### src/rtl/adxl362_poll_ctrl.sv
// Periodic ADXL362 burst-read sequencer on an MMIO slot; commits X/Y/Z atomically to CPU registers.
// Optional ADXL_TEMP_EN macro extends each frame with TEMP_L/TEMP_H and exposes register 7 TEMP.
module adxl362_poll_ctrl #(
  parameter int SS_SETUP_CYC = 2,
  parameter int SS_HOLD_CYC  = 4,
  parameter int PERIOD_W     = 24,
  parameter int RESET_PERIOD = 100000
) (
  input  logic        i_clk,
  input  logic        i_reset,
  input  logic        i_cs,
  input  logic        i_read,
  input  logic        i_write,
  input  logic [4:0]  i_addr,
  input  logic [31:0] i_wr_data,
  output logic [31:0] o_rd_data,
  output logic        o_spi_start,
  output logic [7:0]  o_spi_wr_byte,
  input  logic [7:0]  i_spi_rd_byte,
  input  logic        i_spi_ready,
  output logic        o_spi_ss_n,
  output logic        o_irq
);

`ifdef ADXL_TEMP_EN
  localparam int NDATA = 8;
`else
  localparam int NDATA = 6;
`endif
  localparam int NBYTES = NDATA + 2;

  typedef enum logic [2:0] {S_IDLE, S_SETUP, S_SEND, S_WAIT, S_COMMIT, S_HOLD} state_t;

  state_t                r_state, w_state_nxt;
  logic [3:0]            r_cyc_cnt;
  logic [3:0]            r_byte_idx;
  logic                  r_seen_low;
  logic [NDATA*8-1:0]    r_shift;
  logic                  r_enable, r_single, r_irq_en;
  logic [PERIOD_W-1:0]   r_period, r_tick_cnt;
  logic                  r_data_valid, r_overrun;
  logic [11:0]           r_x, r_y, r_z;
  logic [31:0]           r_sample_cnt;
`ifdef ADXL_TEMP_EN
  logic [11:0]           r_temp;
`endif

  logic       w_tick, w_wr, w_rd_z, w_capture, w_commit;
  logic [7:0] w_tx_byte;

  assign w_wr   = i_cs & i_write;
  assign w_rd_z = i_cs & i_read & (i_addr == 5'd5);
  assign w_tick = r_enable & ((r_period == '0) | (r_tick_cnt >= (r_period - 1'b1)));
  assign w_tx_byte = (r_byte_idx == 4'd0) ? 8'h0B :
                     (r_byte_idx == 4'd1) ? 8'h0E : 8'h00;
  assign o_irq = r_data_valid & r_irq_en;

  always_ff @(posedge i_clk or posedge i_reset) begin
    if (i_reset) r_state <= S_IDLE;
    else         r_state <= w_state_nxt;
  end

  always_comb begin
    w_state_nxt   = r_state;
    o_spi_start   = 1'b0;
    o_spi_wr_byte = 8'h00;
    o_spi_ss_n    = 1'b0;
    w_capture     = 1'b0;
    w_commit      = 1'b0;
    case (r_state)
      S_IDLE: begin
        o_spi_ss_n = 1'b1;
        if (w_tick | r_single) w_state_nxt = S_SETUP;
      end
      S_SETUP: if (r_cyc_cnt == 4'(SS_SETUP_CYC - 1)) w_state_nxt = S_SEND;
      S_SEND: begin
        o_spi_wr_byte = w_tx_byte;
        if (i_spi_ready) begin
          o_spi_start = 1'b1;
          w_state_nxt = S_WAIT;
        end
      end
      S_WAIT: begin
        o_spi_wr_byte = w_tx_byte;
        // Only a ready that dropped after the start marks a finished byte.
        if (r_seen_low & i_spi_ready) begin
          w_capture   = 1'b1;
          w_state_nxt = (r_byte_idx == 4'(NBYTES - 1)) ? S_COMMIT : S_SEND;
        end
      end
      S_COMMIT: begin
        w_commit    = 1'b1;
        w_state_nxt = S_HOLD;
      end
      S_HOLD: begin
        o_spi_ss_n = 1'b1;
        if (r_cyc_cnt == 4'(SS_HOLD_CYC - 1)) w_state_nxt = S_IDLE;
      end
      default: begin
        o_spi_ss_n  = 1'b1;
        w_state_nxt = S_IDLE;
      end
    endcase
  end

  always_ff @(posedge i_clk or posedge i_reset) begin
    if (i_reset) begin
      r_cyc_cnt  <= '0;
      r_byte_idx <= '0;
      r_seen_low <= 1'b0;
      r_shift    <= '0;
      r_tick_cnt <= '0;
    end else begin
      r_cyc_cnt <= (w_state_nxt != r_state) ? 4'd0 : r_cyc_cnt + 4'd1;
      if (r_state == S_IDLE) r_byte_idx <= '0;
      else if (w_capture)    r_byte_idx <= r_byte_idx + 4'd1;
      if (r_state == S_SEND)                  r_seen_low <= 1'b0;
      else if (r_state == S_WAIT && !i_spi_ready) r_seen_low <= 1'b1;
      // Data bytes shift in from the top so XL ends up in the low byte.
      if (w_capture && r_byte_idx > 4'd1) r_shift <= {i_spi_rd_byte, r_shift[NDATA*8-1:8]};
      if (!r_enable || w_tick) r_tick_cnt <= '0;
      else                     r_tick_cnt <= r_tick_cnt + 1'b1;
    end
  end

  always_ff @(posedge i_clk or posedge i_reset) begin
    if (i_reset) begin
      r_enable     <= 1'b0;
      r_single     <= 1'b0;
      r_irq_en     <= 1'b0;
      r_period     <= PERIOD_W'(RESET_PERIOD);
      r_data_valid <= 1'b0;
      r_overrun    <= 1'b0;
      r_x          <= '0;
      r_y          <= '0;
      r_z          <= '0;
      r_sample_cnt <= '0;
`ifdef ADXL_TEMP_EN
      r_temp       <= '0;
`endif
    end else begin
      if (w_commit) r_single <= 1'b0;
      if (w_wr && i_addr == 5'd0) begin
        r_enable <= i_wr_data[0];
        r_single <= i_wr_data[1];
        r_irq_en <= i_wr_data[2];
      end
      if (w_wr && i_addr == 5'd1) r_period <= i_wr_data[PERIOD_W-1:0];
      if (w_wr && i_addr == 5'd2 && i_wr_data[2]) r_overrun <= 1'b0;
      if (w_rd_z) r_data_valid <= 1'b0;
      if (w_commit) begin
        r_x          <= r_shift[11:0];
        r_y          <= r_shift[27:16];
        r_z          <= r_shift[43:32];
`ifdef ADXL_TEMP_EN
        r_temp       <= r_shift[59:48];
`endif
        r_sample_cnt <= r_sample_cnt + 32'd1;
        r_data_valid <= 1'b1;
        // A sample consumed by a Z read in this very cycle is not an overrun.
        if (r_data_valid && !w_rd_z) r_overrun <= 1'b1;
      end
    end
  end

  always_comb begin
    o_rd_data = 32'd0;
    case (i_addr)
      5'd0: o_rd_data = {29'd0, r_irq_en, r_single, r_enable};
      5'd1: o_rd_data = 32'(r_period);
      5'd2: o_rd_data = {29'd0, r_overrun, r_data_valid, (r_state != S_IDLE)};
      5'd3: o_rd_data = {{20{r_x[11]}}, r_x};
      5'd4: o_rd_data = {{20{r_y[11]}}, r_y};
      5'd5: o_rd_data = {{20{r_z[11]}}, r_z};
      5'd6: o_rd_data = r_sample_cnt;
`ifdef ADXL_TEMP_EN
      5'd7: o_rd_data = {{20{r_temp[11]}}, r_temp};
`endif
      default: o_rd_data = 32'd0;
    endcase
  end

endmodule

### config.mk
export PLATFORM = sky130hd
export DESIGN_NAME = adxl362_poll_ctrl
export DESIGN_NICKNAME = d
export VERILOG_FILES = /design/src/rtl/adxl362_poll_ctrl.sv
export SDC_FILE = /design/constraint.sdc
export NUM_CORES = 1
export LEC_CHECK = 0
export BUFFER_PORTS_ARGS = -buffer_cell sky130_fd_sc_hd__buf_2
export CORE_AREA = 5 5 182 184
export CTS_CLUSTER_SIZE = 24
export DETAILED_ROUTE_END_ITERATION = 10
export DIE_AREA = 0 0 187 189
export PLACE_DENSITY_LB_ADDON = 0.15
export SLEW_MARGIN = 20
export SYNTH_ARGS = -nofsm -noshare
export SYNTH_HDL_FRONTEND = slang
export SYNTH_SLANG_ARGS = --single-unit
export TNS_END_PERCENT = 30
### constraint.sdc
create_clock -name i_clk -period 7.8 [get_ports i_clk]
set_input_delay 0.78 -clock i_clk [delete_from_list [all_inputs] [get_ports i_clk]]
set_output_delay 0.78 -clock i_clk [all_outputs]
set_load 0.1 [all_outputs]
* Word level (Yosys, flattened, before mapping)
Cells that the tools add are included.
** Operators by class
- Eq/ne operators :: 16
- Bitwise gates (word level) :: 8
- Add/sub/neg operators :: 5
- $lt $le $gt $ge :: 2
- Multiplexer cells :: 30
- Reductions and logical operators :: 22
** Operators with widths (number)
- $pmux 32 s7 :: 1
- $add 32x1->32 const B :: 1
- $add 24x1->24 const B :: 1
- $ge 24x24->1 :: 1
- $logic_not 24->1 :: 1
- $mux 24 :: 1
- $mux 4 :: 6
- $sub 24x1->24 const B :: 1
- $mux 3 :: 6
- $pmux 3 s6 :: 1
- $eq 5x3->1 const B :: 3
- $mux 1 :: 15
- $eq 5x2->1 const B :: 2
- $add 4x1->4 const B :: 2
- $eq 4x1->1 const B :: 2
- $reduce_bool 2->1 :: 4
- $logic_and 1x1->1 :: 7
- $and 1x1->1 :: 6
- $eq 3x2->1 const B :: 2
- $eq 3x3->1 const B :: 2
- $eq 5x1->1 const B :: 1
- $logic_not 5->1 :: 1
- $eq 4x2->1 const B :: 1
- $eq 4x3->1 const B :: 1
- other kinds (11) :: 14
** Storage, ports and cells
- Bits of input ports :: 51
- Logic and storage cells :: 99
- Register bits :: 181
- Output and inout bits :: 43

* Depth between registers and ports, before layout
- Word-level depth :: 9
- Gate-level depth with buffers :: 15

* Least setup slack after synthesis
OpenSTA, ideal clock, no wires.
- Kind :: input to output
- From :: in i_spi_ready
- To :: out o_spi_start
- Stages on the path :: 1
- Path slack :: 4058 ps
- Required time :: 7020 ps
- Data arrival time :: 2962 ps
- Cell sequence :: nor3b_1
** On the way
- Longest elaborated chain between the ends :: 2
** Ends and longest elaborated chain
- start, declared :: line 20 : input logic i_spi_ready,
- $mux 1 :: line 78 : if (i_spi_ready) begin
- $mux 1 :: line 70 : case (r_state)
- end, declared :: line 17 : output logic o_spi_start,
No other way between the ends.

* Worst setup path after layout
- From :: in i_addr[1]
- To :: out o_rd_data[12]
** On the way
- Longest elaborated chain between the ends :: 2
- Elaborated cells between the ends (all ways) :: 8
- Classes of those cells :: 6 x eq/ne; 1 x mux; 1 x reduce/logical
** Ends and longest elaborated chain
- start, declared :: line 14 : input logic [4:0] i_addr,
- $eq 5x3->1 (tied with other cells) :: line 168 : case (i_addr)
- $pmux 32 s7 * :: line 168
- end, declared :: line 16 : output logic [31:0] o_rd_data,
Mark *: on every way between the ends. The rest lies on a longest branch, timed or not.

==> metrics.md <==
| Metric | Value |
|---|---|
| MaxCap Viol Count | 0 |
| Met3 global-route usage | ~3% |
| Post-CTS Setup Bufs | 0 |
| Sw frac | roughly a third |
| P_int | ~1900 uW |
| CTS-repair resized insts | 0 |
| GRT Total Usage | a little over an eighth |
| Drt first pass iters | 5 |
| Num Clock Sinks | roughly 180 |
| Drt drc | 0 |
| Die height | between 150 and 200 microns |
| GR Layer Usage met2 | slightly above 20% |
| Mapped Cells | about 860 |
| Setup ws final | ~3.3 ns |
| Clock power share | a little under a third |
| Site Rows | 65 |
| Antenna cells | 0 |
| Largest net degree at the start of global routing | about 110 |
| Ys flop type | dfrtp_1 |
| Worst slew margin | around 37% |
| WL/cell | between 15 and 20 microns |
| Unique cell type count in the Yosys netlist | between 60 and 70 |
| Worst path max stage delay | between 0.8 and 0.9 ns |
| Post-Syn Area | 9210 sq um |
| Final TNS setup | 0 ns |
| Slowest-stage cell, CP | nor4b_4 |
| DRT antenna net count | 0 |
| Worst Setup End Kind | primary output |
| CTS tree | done |
| CTS Buf Count | 17 |
| DPL Wire Length | approximately 16000 microns |
| Final setup viols | 0 |
| Sequential share of the synthesized area | around half |
| Hold_buf cts | 0 |
| First-pass GRT wire length | 37700 microns |
| Buffers on Ports | around 80 |
| Die area | 35300 sq um |
| M1 GR Usage | between 10% and 20% |
| Crit path buf inv count | 2 |
| Sequential power share | 44.3% |
| Setup Skew | 0.0140 ns |
| Status | finished, final reports clean |
| Clock Tree Buf Depth | 2 |
| RSZ-0062 raised after global routing | no |
| I/O pin count | 94 |
| Die X | between 150 and 200 microns |
| Gpl congestion | 0.758 |
| Crit path cell chain | buf_2 -> nor4b_4 -> a221o_1 -> a221o_1 -> buf_2 |
| Post-Place Worst Slack | 3.22 ns |
| Crit path launch type | primary input |
| Hold Path Class | flop to flop |
| Maximum clock rate | roughly 220 MHz |
| CTS clk-pin slew, worst paths | 0.07 ns |
| Core ar. | roughly 31000 sq um |
| Ys async rst share | 100% |
| Post-route clock period utilization | 57.3% |
| Post-synthesis register bit count | between 150 and 200 |
| Gr busiest metal | met2 |
| Final hold vios | 0 |
| H-tree level count | 4 |
| Post-layout net count | approximately 1000 |
| Synth-to-Final Area Change | 15.8% |
| Fin. max-slew vios | 0 |
| Root Driver | clkbuf_16 |
| Peak VDD IR | around 540 uV |
| Drt total wl | around 23000 microns |
| CP Max Fanout | 22 |
| Total power | approximately 2900 uW |
| Critical Path RT | 7.02 ns |
| Post-route minimum period | 4.47 ns |
| Initial antenna violation count | 0 |
| Number of synthesized flops with an enable pin | 0 |
| Clk_lat worst skew | 0.44 ns |
| Pwr dens | 267 nW/um^2 |
| Average size of a mapped cell | 10.7 sq um |
| Net Switching | 951 uW |
| Synthesis Warnings | 0 |
| Worst EP arrival | ~3.7 ns |
| Vias | between 6000 and 7000 |
| Part of the power in combinational logic | 24.0% |
| Crit path kind | primary input to primary output |
| Fraction of layout cells with a size suffix above 1 | 24.8% |
| DR iter-0 viols | approximately 360 |
| Initial core utilization | 29.5% |
| Delay-heaviest family, CP | compound AO/OA/AOI/OAI gates |
| Slew @ Worst Pin | around 0.94 ns |
| GRT overflow | 0 |
| Vias per cell | roughly 4.8 |
| Vias in the first global route | 6489 |
| Util after Layout | approximately a third |
| Worst hold margin | 0.459 ns |
| Leak | between 0.005 and 0.006 uW |
==> flip-flops by register name (all words and copies together) (netlist names), 3 cells and up <==
register and flops:
r_byte_idx 4, r_cyc_cnt 4, r_period 24, r_sample_cnt 32, r_shift 48, r_state 3, r_tick_cnt 24, r_x 12
r_y 12, r_z 12
==> layout make-up <==
cell class              instances  area [sq um]
flip-flops and latches        181          4540
repair buffers                 89           465
clock buffers                  18           429
inverters                      14          60.1
multi-input cells             630          4500
fillers                      3208         20600
well taps                     402           503
clock inverters                14           174
==> per-layer routing <==
| layer | share of wire [%] | vias to the layer above |
|---|---|---|
| li1 | - | 3161 |
| met1 | 51 | 3167 |
| met2 | 44 | 120 |
| met3 | 3.9 | 10 |
| met4 | 0.83 | 0 |
| met5 | 0 | - |
==> cell families (layout without fill, tap and decap cells) <==
logic type | Yosys count | after routing | synth area share, %
mux | 85 | 85 | 10.4
fa+ha+maj | 33 | 33 | 4.48
flops | 181 | 181 | 49.3
other cells | 1 | 4 | 0.0407
simple gates | 341 | 341 | 18.1
buf+inv | 51 | 135 | 2.54
compound gates | 88 | 88 | 7.64
xor+xnor | 79 | 79 | 7.51
==> power by group through the flow <==
stage          combinational (uW)  clock (uW)  sequential (uW)
2_1_floorplan                 602           0             1210
3_3_place_gp                  685           0             1290
3_5_place_dp                  693           0             1290
4_1_cts                       696         935             1270
5_1_grt                       750         968             1290
6_report                      685         905             1260
==> placed cells by master (no fill, tap or decap), drive strengths merged, types with 4 or more instances in the layout <==
master / count
o21ai: 11
mux2: 84
and4: 8
or4: 5
nand3: 26
nand4: 17
inv: 18
a21o: 11
ha: 33
clkinv: 6
and3: 11
nor3b: 4
dfrtp: 175
a221o: 14
nor3: 19
nor2: 54
xor2: 31
dfstp: 6
a22oi: 20
conb: 4
and2: 5
nor4: 6
a21oi: 9
clkbuf: 18
buf: 89
or2: 4
xnor2: 48
nand2: 167
==> per-stage QoR <==
step / cells / cell area, sq um
3_5_place_dp: 1316 / 10100
6_report: 1348 / 10700
4_1_cts: 1348 / 10700
5_1_grt: 1348 / 10700
3_3_place_gp: 1316 / 10100
2_1_floorplan: 862 / 9220
==> Yosys cell counts, drive strengths merged, types with 2 or more instances <==
master | n | area (sq um)
nor3b | 4 | 46.3
nand2b | 3 | 26.3
nor4 | 6 | 65.1
ha | 33 | 413
nand3b | 3 | 22.5
xnor2 | 48 | 420
mux2 | 84 | 946
and3 | 11 | 68.8
dfrtp | 175 | 4380
a21o | 11 | 82.6
xor2 | 31 | 272
a211oi | 2 | 15.0
o21ai | 11 | 55.1
a31oi | 2 | 12.5
a21oi | 9 | 45.0
a221o | 14 | 140
clkbuf | 23 | 87.6
o31ai | 2 | 15.0
o211ai | 3 | 22.5
a22oi | 20 | 150
nand4 | 17 | 106
and2 | 5 | 31.3
nand3 | 26 | 130
o21a | 3 | 22.5
a2111oi | 2 | 37.5
dfstp | 6 | 158
a222oi | 2 | 20.0
or4 | 5 | 41.3
and4 | 8 | 70.1
and3b | 2 | 17.5
inv | 14 | 52.6
nor3 | 19 | 131
nand2 | 167 | 627
or2 | 4 | 27.5
nor2 | 54 | 203
nor2b | 3 | 18.8
buf | 14 | 93.8
==> path summary, 6_finish.rpt <==
check | slack, ns | start | end | depth (start not counted)
min reg2reg | 0.46 | r_shift[6] | r_x[6] | 2
min in group asynchronous | 0.48 | i_reset | r_seen_low | 2
max reg2reg | 3.49 | r_period[0] | r_tick_cnt[17] | 14
min | 0.46 | r_shift[6] | r_x[6] | 2
max in group asynchronous | 5.87 | i_reset | r_sample_cnt[17] | 3
max | 3.33 | i_addr[1] | o_rd_data[12] | 5
==> worst min-delay path, stage by stage (launching register included) <==
cell     delay [ns]
dfrtp_1        0.34
nand2_1        0.05
nand2_1        0.05
(Power assumes the default switching activity.)
